**src/rtl/tl_d_channel_arbiter.sv**
```systemverilog
// ---------------------------------------------------------------------------
// tl_d_channel_arbiter
//
// Round-robin arbiter that merges TileLink D-channel responses from N_REQ
// requesters into one shared downstream D queue. Once the first beat of a
// multi-beat data message (AccessAckData / GrantData) is accepted, the grant
// is locked to that requester until the last beat fires, so beats of
// different messages never interleave. The payload mux and valid/ready path
// are purely combinational; only the round-robin pointer, lock owner, burst
// state and remaining-beat counter are registered.
//
// Optional feature (macro DARB_STALL_CNT_EN):
//   adds output stall_cnt[15:0], counting cycles in which any requester is
//   valid but nothing is transferred downstream. Saturates at 16'hFFFF and
//   is cleared by reset. Without the macro the port and counter are absent.
//
// Ports:
//   clock, reset        clock and synchronous active-high reset
//   in_valid/in_ready   per-requester handshake (bit i = requester i)
//   in_opcode..corrupt  per-requester D fields, requester i at [i*W +: W]
//   out_valid/out_ready handshake toward the downstream queue
//   out_opcode..corrupt muxed payload of the selected requester
//   stall_cnt           stall counter (only with DARB_STALL_CNT_EN)
//   grant_idx           currently selected requester (debug)
// ---------------------------------------------------------------------------
module tl_d_channel_arbiter #(
  parameter int N_REQ      = 2,
  parameter int BEAT_BYTES = 8,
  parameter int CNT_W      = 8
) (
  input  logic                       clock,
  input  logic                       reset,
  input  logic [N_REQ-1:0]           in_valid,
  output logic [N_REQ-1:0]           in_ready,
  input  logic [3*N_REQ-1:0]         in_opcode,
  input  logic [2*N_REQ-1:0]         in_param,
  input  logic [4*N_REQ-1:0]         in_size,
  input  logic [5*N_REQ-1:0]         in_source,
  input  logic [3*N_REQ-1:0]         in_sink,
  input  logic [N_REQ-1:0]           in_denied,
  input  logic [BEAT_BYTES*8*N_REQ-1:0] in_data,
  input  logic [N_REQ-1:0]           in_corrupt,
  output logic                       out_valid,
  input  logic                       out_ready,
  output logic [2:0]                 out_opcode,
  output logic [1:0]                 out_param,
  output logic [3:0]                 out_size,
  output logic [4:0]                 out_source,
  output logic [2:0]                 out_sink,
  output logic                       out_denied,
  output logic [BEAT_BYTES*8-1:0]    out_data,
  output logic                       out_corrupt,
`ifdef DARB_STALL_CNT_EN
  output logic [15:0]                stall_cnt,
`endif
  output logic [2:0]                 grant_idx
);

  localparam int DW = BEAT_BYTES * 8;

  typedef enum logic {
    IDLE  = 1'b0,
    BURST = 1'b1
  } state_t;

  state_t           state_q, state_d;
  logic [2:0]       rr_ptr_q, rr_ptr_d;
  logic [2:0]       lock_q, lock_d;
  logic [CNT_W-1:0] beat_cnt_q, beat_cnt_d;

  // Zero-extended valid vector so a 3-bit index is always in range.
  logic [7:0] valid_pad;
  assign valid_pad = 8'(in_valid);

  // ---------------------------------------------------------------------
  // Round-robin winner: first valid requester starting at rr_ptr, wrapping
  // modulo N_REQ (works for non-power-of-two N_REQ).
  // ---------------------------------------------------------------------
  logic       win_found;
  logic [2:0] win_idx;
  logic [3:0] scan_idx;

  always_comb begin
    win_found = 1'b0;
    win_idx   = 3'd0;
    scan_idx  = 4'd0;
    for (int k = 0; k < N_REQ; k++) begin
      scan_idx = {1'b0, rr_ptr_q} + 4'(k);
      if (scan_idx >= 4'(N_REQ)) begin
        scan_idx = scan_idx - 4'(N_REQ);
      end
      if (!win_found && valid_pad[scan_idx[2:0]]) begin
        win_found = 1'b1;
        win_idx   = scan_idx[2:0];
      end
    end
  end

  // While a burst is in progress only the lock owner is considered.
  logic [2:0] sel;
  logic       grant_ok;
  assign sel       = (state_q == BURST) ? lock_q : win_idx;
  assign grant_ok  = !reset && ((state_q == BURST) || win_found);
  assign grant_idx = reset ? 3'd0 : sel;

  always_comb begin
    out_valid = 1'b0;
    if (!reset) begin
      out_valid = (state_q == BURST) ? valid_pad[lock_q] : (|in_valid);
    end
  end

  // ---------------------------------------------------------------------
  // Payload mux
  // ---------------------------------------------------------------------
  always_comb begin
    out_opcode  = 3'd0;
    out_param   = 2'd0;
    out_size    = 4'd0;
    out_source  = 5'd0;
    out_sink    = 3'd0;
    out_denied  = 1'b0;
    out_data    = '0;
    out_corrupt = 1'b0;
    for (int i = 0; i < N_REQ; i++) begin
      if (sel == 3'(i)) begin
        out_opcode  = in_opcode[i*3 +: 3];
        out_param   = in_param[i*2 +: 2];
        out_size    = in_size[i*4 +: 4];
        out_source  = in_source[i*5 +: 5];
        out_sink    = in_sink[i*3 +: 3];
        out_denied  = in_denied[i];
        out_data    = in_data[i*DW +: DW];
        out_corrupt = in_corrupt[i];
      end
    end
  end

  genvar gi;
  generate
    for (gi = 0; gi < N_REQ; gi++) begin : g_ready
      assign in_ready[gi] = grant_ok && out_ready && (sel == 3'(gi));
    end
  endgenerate

  logic fire;
  assign fire = out_valid && out_ready;

  // ---------------------------------------------------------------------
  // Beats remaining after the first one, derived from the first beat.
  // Data-bearing messages larger than one beat span 2^(size-3) beats; the
  // count saturates at 2^CNT_W, i.e. beats-1 saturates at all ones.
  // ---------------------------------------------------------------------
  logic             is_data;
  logic [3:0]       shamt;
  logic [CNT_W-1:0] beats_m1;

  always_comb begin
    is_data  = (out_opcode == 3'd1) || (out_opcode == 3'd5);
    shamt    = 4'd0;
    beats_m1 = '0;
    if (is_data && (out_size > 4'd3)) begin
      shamt = out_size - 4'd3;
      if (int'(shamt) >= CNT_W) begin
        beats_m1 = '1;
      end else begin
        beats_m1 = CNT_W'((32'd1 << shamt) - 32'd1);
      end
    end
  end

  // ---------------------------------------------------------------------
  // Next-state logic
  // ---------------------------------------------------------------------
  always_comb begin
    state_d    = state_q;
    rr_ptr_d   = rr_ptr_q;
    lock_d     = lock_q;
    beat_cnt_d = beat_cnt_q;
    case (state_q)
      IDLE: begin
        if (fire) begin
          rr_ptr_d = (win_idx == 3'(N_REQ - 1)) ? 3'd0 : win_idx + 3'd1;
          if (beats_m1 != '0) begin
            state_d    = BURST;
            lock_d     = win_idx;
            beat_cnt_d = beats_m1;
          end
        end
      end
      BURST: begin
        if (fire) begin
          if (beat_cnt_q == CNT_W'(1)) begin
            state_d    = IDLE;
            beat_cnt_d = '0;
          end else begin
            beat_cnt_d = beat_cnt_q - CNT_W'(1);
          end
        end
      end
      default: begin
        state_d = IDLE;
      end
    endcase
  end

  always_ff @(posedge clock) begin
    if (reset) begin
      state_q    <= IDLE;
      rr_ptr_q   <= 3'd0;
      lock_q     <= 3'd0;
      beat_cnt_q <= '0;
    end else begin
      state_q    <= state_d;
      rr_ptr_q   <= rr_ptr_d;
      lock_q     <= lock_d;
      beat_cnt_q <= beat_cnt_d;
    end
  end

`ifdef DARB_STALL_CNT_EN
  logic [15:0] stall_cnt_q, stall_cnt_d;

  always_comb begin
    stall_cnt_d = stall_cnt_q;
    if ((|in_valid) && !fire && (stall_cnt_q != 16'hFFFF)) begin
      stall_cnt_d = stall_cnt_q + 16'd1;
    end
  end

  always_ff @(posedge clock) begin
    if (reset) begin
      stall_cnt_q <= 16'd0;
    end else begin
      stall_cnt_q <= stall_cnt_d;
    end
  end

  assign stall_cnt = stall_cnt_q;
`endif

endmodule

```
**config.mk**
```make
export PLATFORM = sky130hd
export DESIGN_NAME = tl_d_channel_arbiter
export DESIGN_NICKNAME = d
export VERILOG_FILES = /design/src/rtl/tl_d_channel_arbiter.sv
export SDC_FILE = /design/constraint.sdc
export NUM_CORES = 1
export LEC_CHECK = 0
export CAP_MARGIN = 40
export CORE_AREA = 2 2 100 102
export CTS_BUF_LIST = sky130_fd_sc_hd__clkbuf_16
export CTS_CLUSTER_SIZE = 40
export DETAILED_ROUTE_END_ITERATION = 8
export DIE_AREA = 0 0 102 104
export GPL_TIMING_DRIVEN = 0
export PLACE_DENSITY = 0.77
export SYNTH_ARGS = -nofsm -noshare
export SYNTH_HDL_FRONTEND = slang
export SYNTH_SLANG_ARGS = --single-unit
```
**constraint.sdc**
```tcl
create_clock -name clock -period 4.9 [get_ports clock]
set_clock_uncertainty 0.2 [all_clocks]
set_input_delay 0.49 -clock clock [delete_from_list [all_inputs] [get_ports clock]]
set_output_delay 0.49 -clock clock [all_outputs]
set_load 0.1 [all_outputs]
```
======== Word level (Yosys, flattened, before mapping) ========
Index checks and enable logic that the tools add are counted.
storage, ports and cells
  memory bits (writable) .................. 0
  flip-flop bits (word level) ............. 15
  output and inout bits ................... 89
  bits in latches ......................... 0
  bits in read-only memories .............. 0
  logic and storage cells ................. 90
  input port bits ......................... 171
  memories kept ........................... 0
operators by class
  multiply operators ...................... 0
  add/sub/neg operators ................... 7
  mux-type cells .......................... 45
  div/mod/pow operators ................... 0
  reductions and logical operators ........ 17
  magnitude comparators ................... 7
  equal/unequal tests ..................... 8
  bitwise operators ....................... 1
  shift operators ......................... 1
operators with widths
  kind                 number
  $mux 64              2
  $mux 8               6
  $mux 3               11
  $pmux 8 s2           1
  $sub 8x1->8 const B  2
  $mux 1               15
  $lt 3x4->1 const B   3
  $mux 5               2
  $bmux 1 s3           3
  $eq 3x1->1 const B   3
  $eq 8x1->1 const B   1
  $mux 4               2
  $reduce_bool 8->1    1
  $shl 1x4->8 const A  1
  $logic_and 1x1->1    7
  $reduce_and 3->1     2
  $sub 3x2->3 const B  2
  $add 3x1->4 const B  1
  $ge 4x2->1 const B   1
  $ge 4x4->1 const B   1
  $gt 4x2->1 const B   1
  $mux 2               2
  $ne 2x2->1 const B   2
  $sub 4x2->4 const B  1
  11 further kinds     13

======== Longest topological paths before layout ========
Gate-level depths: netlist of run 1.
  depth in word-level cells ............... 21
  gate-level depth with buffers ........... 13
  gate-level depth less buffers ........... 11

======== Worst setup path before layout of run 1 ========
OpenSTA, ideal clock, no wires.
  path kind ............................... register to output
  from .................................... reg rr_ptr_q[1]
  to ...................................... out out_size[2]
  stages on the path, launching flop included .. 11
  setup slack ............................. 0.324 ns
  arrival ................................. 3.886 ns
  data required time ...................... 4.210 ns
  buffers on the path ..................... 3
  path through ............................ dfxtp_1 inv_1 ha_1 or3b_2 a2111o_1 nand2_1 buf_4 buf_2 buf_2 nand2_1 a21oi_1
on the way
  word-level cells in the longest chain between the ends .. 12
  elaborated cells between the ends (all ways) .. 21
  those cells by class .................... 3 x add/sub; 2 x order compare; 1 x eq/ne; 12 x mux; 3 x reduce/logical
RTL lines
  element                                              line  source
  start, declared                                      67    logic [2:0] rr_ptr_q, rr_ptr_d;
  start signal, assigned                               215   rr_ptr_q <= rr_ptr_d;
  branches (longest 7 deep; another with $add 3x1->4)  n/a
  $mux 3 *                                             92    if (!win_found && valid_pad[scan_idx[2:0]]) begin
  $mux 3 *                                             102   assign sel = (state_q == BURST) ? lock_q : win_idx;
  $logic_not 3->1                                      126   if (sel == 3'(i)) begin
  $mux 4                                               126
  $mux 4 *                                             126
  end, declared                                        47    output logic [3:0] out_size,
Mark *: on every way between the ends. The select of a mux whose other input is x is not followed.

======== Worst setup path in the final report of run 1 ========
  from .................................... in in_valid[1]
  to ...................................... out out_source[2]
on the way
  word-level cells in the longest chain between the ends .. 10
  elaborated cells between the ends (all ways) .. 14
  those cells by class .................... 1 x eq/ne; 10 x mux; 3 x reduce/logical
RTL lines
  element                       line  source
  start, declared               33    input logic [N_REQ-1:0] in_valid,
  $bmux 1 s3                    92
  $mux 1 (implied by the code)  92
  $mux 1                        92
  $logic_not 1->1               92
  $logic_and 1x1->1             92
  $mux 3 *                      92
  $mux 3 *                      102
  $logic_not 3->1               126
  $mux 5                        126
  $mux 5 *                      126
  end, declared                 48    output logic [4:0] out_source,
Mark *: on every way between the ends. The rest lies on a longest branch, timed or not. The select of a mux whose other input is x is not followed.

==> results by group, run 1 <==
Die
  – Die Y: 104 um
  – Initial Utilization: between 20% and 30%
  – Placeable Area: around 9500 um^2
  – I/O pin total: 260
  – Chip Width: ~100 um
  – Die Area: 10610 um^2
  – Row cnt: 36

Clock tree
  – CTS Sinks: 15
  – Worst-path clk slew: 60 ps
  – Worst-Skew Late Latency: approximately 250 ps
  – CTS tree: built
  – Hold buffer count at CTS: 0
  – CTS root buf: clkbuf_16
  – Max H-tree Level: 1
  – Total CTS buffers: 3
  – Maximum clock path buffer count: 2

Setup path
  – Nature of the critical path startpoint: input pin
  – Worst reg2reg path startpoint: rr_ptr_q[1]
  – Req. time, crit path: 4210 ps
  – Crit path max fanout: 10
  – CP Buf/Inv Count: 6
  – Crit-path slowest cell: clkdlybuf4s50_1
  – Setup CP Type: in -> out
  – Critical path arrival: 4110 ps
  – CP cell instances: clkdlybuf4s50_1, or4b_4, a2111o_1, nand2_1, buf_4, clkbuf_4, clkbuf_4, nand2_1, a21oi_1, clkdlybuf4s50_1, buf_8
  – Top delay family on crit path: buffers and inverters
  – Critical Path End Type: output pin
  – Worst setup path start: in_valid[1]
  – Worst path max stage delay: roughly 650 ps

Timing
  – Slew @ Worst Pin: 791.3 ps
  – Slew Limit Fails: 0
  – Hold Slack: 313.8 ps
  – Slack of the critical path: 100.4 ps
  – Final setup TNS: 0 ps
  – Max frequency: 208.4 MHz
  – Tcrit/Tclk final: 97.95%
  – Final Hold Violating Endpoints: 0
  – Setup violations, final: 0
  – Slew margin rel.: 46.56%
  – Unrepaired setup endpoints after global routing: false
  – Post-layout min period: between 4000 and 5000 ps

GRT
  – Grt ovf: 0
  – Busiest layer in global routing: met2
  – First-pass GRT wire length: 30.44 mm
  – Initial antenna violation count: 1
  – Global Route met1 Usage: 45.50%
  – Vias in the first global route: 5256
  – M2 GR Usage: 63.30%
  – Largest net degree at the start of global routing: 11
  – GRT Total Usage: 37.49%
  – Met3 usage: around a tenth

Power and ir drop
  – Clk pwr share: 8.5%
  – Seq pwr share: 6.8%
  – Net Sw Frac: 54.32%
  – Gate power share: ~85%
  – PD cells: 267.7 nW/um^2
  – P_int: between 0.0008 and 0.0009 W
  – Total chip power: around 0.002 W
  – Max VDD drop: 0.1869 mV
  – Pleak: 3.023 nW
  – Sw Pwr: 0.001058 W

Yosys
  – Synth area leaders: nand2_1, a21oi_1, dfxtp_1, clkbuf_1, nor3_1
  – Top-count cell post-synth: nand2_1
  – Synth top area share: 23.85%
  – Seq cells post-synth: 15
  – Cell type with the largest total area after synthesis: nand2_1
  – Syn_nets: 660
  – Most frequent cells after synthesis: nand2_1, a21oi_1, clkbuf_1
  – Mapped Area: 2723 um^2
  – Mapped Cells: 484
  – Register area share after synthesis: about 11%
  – EDFF count, synth: 0
  – Avg Synthesized Cell Area: about 5.6 um^2
  – Top_reg_cell synth: dfxtp_1
  – Ys Warns: 0
  – Fraction of registers with async set/reset: 0%
  – Synth cell types: 62

Flow run
  – Max Cap Viol: 0

Routing
  – DRC violations left: 0
  – Average routed wire per standard cell: 21.68 um
  – Final wirelength: around 21 mm
  – Via count: 5257
  – Iteration count of the initial detailed-routing pass: 5
  – Via-to-Cell Ratio: roughly 5.5
  – Starting DRT DRC Count: 415
  – ANT nets after route: 0

Hold path
  – Hold crit path type: reg -> reg
  – Hold Crit Start: lock_q[1]

Outcome
  – Status: finished, final reports clean

Placed design
  – Placement-stage worst setup slack: 26.39 ps
  – GP Congestion: around 1
  – DP HPWL: about 18 mm
  – Post-Place Cell Area: 7168 um^2
  – Port Buffers: ~250

Layout
  – Design area: 7278 um^2
  – Area Growth Syn to Fin: 167.3%
  – Nets@finish: 1005
  – Share of cells above drive strength 1: 15.70%
-- state kept, by name (all words and copies together) (netlist names) --
| signal | flops |
|---|---|
| state_q | 1 |
| lock_q | 3 |
| rr_ptr_q | 3 |
| beat_cnt_q | 8 |
-- through the flow --
stage / instances / util [%]
after global placement: 871 / 56.88
after CTS: 963 / 75.83
after detailed placement: 960 / 75.07
final: 962 / 76.22
after global routing: 962 / 76.22
after floorplan: 484 / -
-- layer usage --
metal / routed length, um / vias to the layer above / share of wire [%]
met5: 0 / - / 0
met4: 839 / 0 / 4.0
met3: 2509 / 70 / 12
met2: 9990 / 384 / 48
met1: 7515 / 2420 / 36
li1: - / 2383 / -
-- worst paths after layout --
| kind | endpoint | slack (ps) | depth (start not counted) |
|---|---|---|---|
| setup / recovery | out_source[2] | 100 | 11 |
| hold reg to reg | lock_q[1] | 310 | 1 |
| setup reg to reg | beat_cnt_q[4] | 930 | 13 |
| hold / removal | lock_q[1] | 310 | 1 |
-- layout make-up --
cell class / count / area (um^2)
Timing Repair Buffer: 340 / 4244
Buffer: 39 / 175.2
Clock inverter: 1 / 7.507
Fill cell: 634 / 2271
Clock buffer: 3 / 75.07
Tap cell: 133 / 166.4
Multi-Input combinational cell: 424 / 2285
Inverter: 6 / 22.52
Sequential cell: 15 / 300.3
Antenna cell: 1 / 2.502
-- layout by cell type, fill, tap and decap left out, drive strengths merged, types with 4 or more instances in the layout --
cell type        n
clkdlybuf4s50  249
nand2          173
buf             98
a21oi           92
clkbuf          35
nor2            20
nor3            18
o21ai           18
dfxtp           15
nand2b           9
and3             8
inv              6
nand3            5
mux2i            5
ha               5
a211oi           5
o211ai           4
a31oi            4
-- power groups by stage --
stage	Sequential (W)	Combinational (W)	Clock, W
2_1_floorplan	0.000132	0.000850	0
3_3_place_gp	0.000133	0.00123	0
3_5_place_dp	0.000134	0.00163	0
4_1_cts	0.000131	0.00164	0.000162
5_1_grt	0.000132	0.00170	0.000171
6_report	0.000132	0.00165	0.000166
-- what timing repair did --
| action | in CTS | in global routing |
|---|---|---|
| gates cloned | 0 | 0 |
| pin swaps | 0 | 1 |
| resized for setup | 0 | 19 |
| setup buffers | 0 | 2 |
| endpoints found under the setup margin | 1 | 33 |
-- kinds of logic after synthesis --
| group | share of synthesized area (%) |
|---|---|
| adder cells (fa/ha/maj) | 2.298 |
| multiplexers | 3.217 |
| buffers and inverters | 6.985 |
| flip-flops | 11.03 |
| AO/OA/AOI/OAI | 33.23 |
| XOR/XNOR | 0.6435 |
| AND/OR/NAND/NOR | 42.60 |
-- worst reg2reg max path: cells and delay by family (launching register included) --
kind,cells,cell delay (ps)
simple gates,3,970
buf+inv,3,510
compound gates,5,1080
flops,1,420
fa+ha+maj,2,660
No activity file was read; power rests on OpenSTA's default activity.
==> run 2, diff against run 1 <==
Settings changed: MAX_ROUTING_LAYER from default to met4.
==> run 2 against run 1 <==
Utilization down 0.052 points. Clock power about the same. Die area unchanged. Cell area about the same. Global-route usage up 2.4 points. Via count up 0.38%. Largest power group unchanged. Highest routed layer unchanged.
==> results by group, run 2 (synthesis results as in run 1) <==
Layout
  – Leading cell type in the layout, fill and taps excluded: clkdlybuf4s50_1
  – Most flop-heavy register: beat_cnt_q
  – Seq. cell area: between 300 and 400 um^2
  – Fill count: 644
  – Most frequent cells in the layout: clkdlybuf4s50_1, nand2_1, a21oi_1
  – Area Growth Syn to Fin: 167.1%
  – Top Registers: beat_cnt_q x8, lock_q x3, rr_ptr_q x3
  – Share of cells above drive strength 1: roughly 16%
  – Max reg flops: 8
  – Final Util: 76.17%
  – Nets@finish: 1000
  – Multi-input gate area: 2277 um^2

Timing
  – Unrepaired setup endpoints after global routing: false
  – Slew margin rel.: 47.92%
  – Slew @ Worst Pin: 783.7 ps
  – Post-layout min period: 4829 ps
  – Max frequency: slightly above 200 MHz
  – Setup violations, final: 0
  – Slew Limit Fails: 0
  – Tcrit/Tclk final: 98.55%
  – Final setup TNS: 0 ps
  – Final Hold Violating Endpoints: 0
  – Slack of the critical path: 71.05 ps

Placed design
  – Placement-stage worst setup slack: 13.99 ps
  – Port Buffers: approximately 250
  – DP HPWL: 17.97 mm
  – GP Congestion: 1.008

Routing
  – Final wirelength: 21.39 mm
  – ANT nets after route: 0
  – Top sig layer: met4
  – Iteration count of the initial detailed-routing pass: 5
  – Average routed wire per standard cell: 22.35 um
  – M1 WL: 7.573 mm
  – Metal3 WL: between 2 and 3 mm
  – DRC violations left: 0
  – Via-to-Cell Ratio: 5.514
  – Via count: 5277
  – Met2 Wirelength: 10.07 mm
  – Starting DRT DRC Count: 343

Die
  – Die Area: 10610 um^2
  – Row cnt: 36
  – Chip Width: between 100 and 150 um
  – I/O pin total: 260
  – Die Y: about 100 um
  – Initial Utilization: 28.51%
  – Placeable Area: approximately 9500 um^2

Clock tree
  – Worst-path clk slew: 50 ps
  – Maximum clock path buffer count: 2
  – CTS tree: built
  – Worst-Skew Late Latency: about 250 ps
  – CTS Sinks: 15
  – Total CTS buffers: 3
  – CTS root buf: clkbuf_16
  – Hold buffer count at CTS: 0
  – Max H-tree Level: 1

Power and ir drop
  – Max VDD drop: 0.1948 mV
  – PD cells: 267.8 nW/um^2
  – Pleak: 3.030 nW

Setup path
  – Critical Path End Type: output pin
  – Nature of the critical path startpoint: flop
  – Reg-to-reg endpoint: beat_cnt_q[4]
  – R2R setup slack: 970 ps
  – Req. time, crit path: 4210 ps
  – Crit path max fanout: 10
  – Worst setup path start: rr_ptr_q[1]
  – R2R depth: 13
  – Setup CP Type: reg -> out
  – Worst reg2reg path startpoint: rr_ptr_q[1]
  – Worst Setup EP: out_source[2]
  – Critical path arrival: 4140 ps

GRT
  – Largest net degree at the start of global routing: 11
  – GRT Total Usage: 39.88%
  – Initial antenna violation count: 1
  – First-pass GRT wire length: 31.07 mm
  – Grt ovf: 0
  – Vias in the first global route: 5333

Flow run
  – Max Cap Viol: 0

Hold path
  – Hold crit path type: reg -> reg

Outcome
  – Status: finished, final reports clean
-- run 2: where the power goes --
group	internal (W)	leakage [nW]	total, W	switching, W
combinational	0.000651	2.87	0.00165	0.00100
sequential	0.000126	0.121	0.000131	0.00000559
clock	0.000110	0.0371	0.000166	0.0000560
total	0.000886	3.03	0.00195	0.00106
-- run 2: repair_timing --
item	in CTS	in global routing
gates resized for setup	1	17
endpoints found under the hold margin	0	0
endpoints found under the setup margin	1	40
buffers inserted	0	2
pin swaps	0	1
-- run 2: layout make-up --
| cell class | count | share of cell area, % |
|---|---|---|
| Antenna cell | 1 | 0.03441 |
| Multi-Input combinational cell | 424 | 31.31 |
| Tap cell | 133 | 2.288 |
| Buffer | 39 | 2.408 |
| Inverter | 6 | 0.3097 |
| Clock buffer | 3 | 1.032 |
| Clock inverter | 1 | 0.1032 |
| Sequential cell | 15 | 4.129 |
| Timing Repair Buffer | 335 | 58.39 |
-- run 2: stage by stage --
step	area (um^2)	total power, W	cells	hold slack, ps
floorplan	2723	0.0009820	484	270.4
global route	7273	0.002000	957	330.8
CTS	7305	0.001946	964	313.5
global placement	5431	0.001366	871	281.9
detailed placement	7218	0.001774	960	300.8
finish	7273	0.001948	957	313.1
-- run 2: worst min-delay path by stage --
stage | startpoint | to | cells after the start
floorplan | beat_cnt_q[5] | beat_cnt_q[5] | 1
global placement | beat_cnt_q[5] | beat_cnt_q[5] | 1
detailed placement | beat_cnt_q[5] | beat_cnt_q[5] | 1
CTS | beat_cnt_q[5] | beat_cnt_q[5] | 1
global route | beat_cnt_q[5] | beat_cnt_q[5] | 1
finish | beat_cnt_q[5] | beat_cnt_q[5] | 1
-- run 2: per-layer routing --
metal  GRT usage, %  vias up
met2          64.10      394
met3          13.24       89
met4          18.57        0
met5              -        -
li1               -     2373
met1          44.17     2421
-- run 2: critical path, stage by stage, from the launching register on --
cell	delay, ps
dfxtp_1	410
inv_1	90
ha_1	360
or3b_2	510
a2111o_1	480
nand2_1	140
buf_4	210
clkbuf_4	230
clkbuf_4	240
nand2_1	90
a21oi_1	340
clkdlybuf4s50_1	600
buf_8	210
==> run 3, diff against run 2 <==
Settings changed: HOLD_SLACK_MARGIN from default to 0.06.
==> results of run 3 <==
Final layout, timing and power as in run 2 (identical DEF).
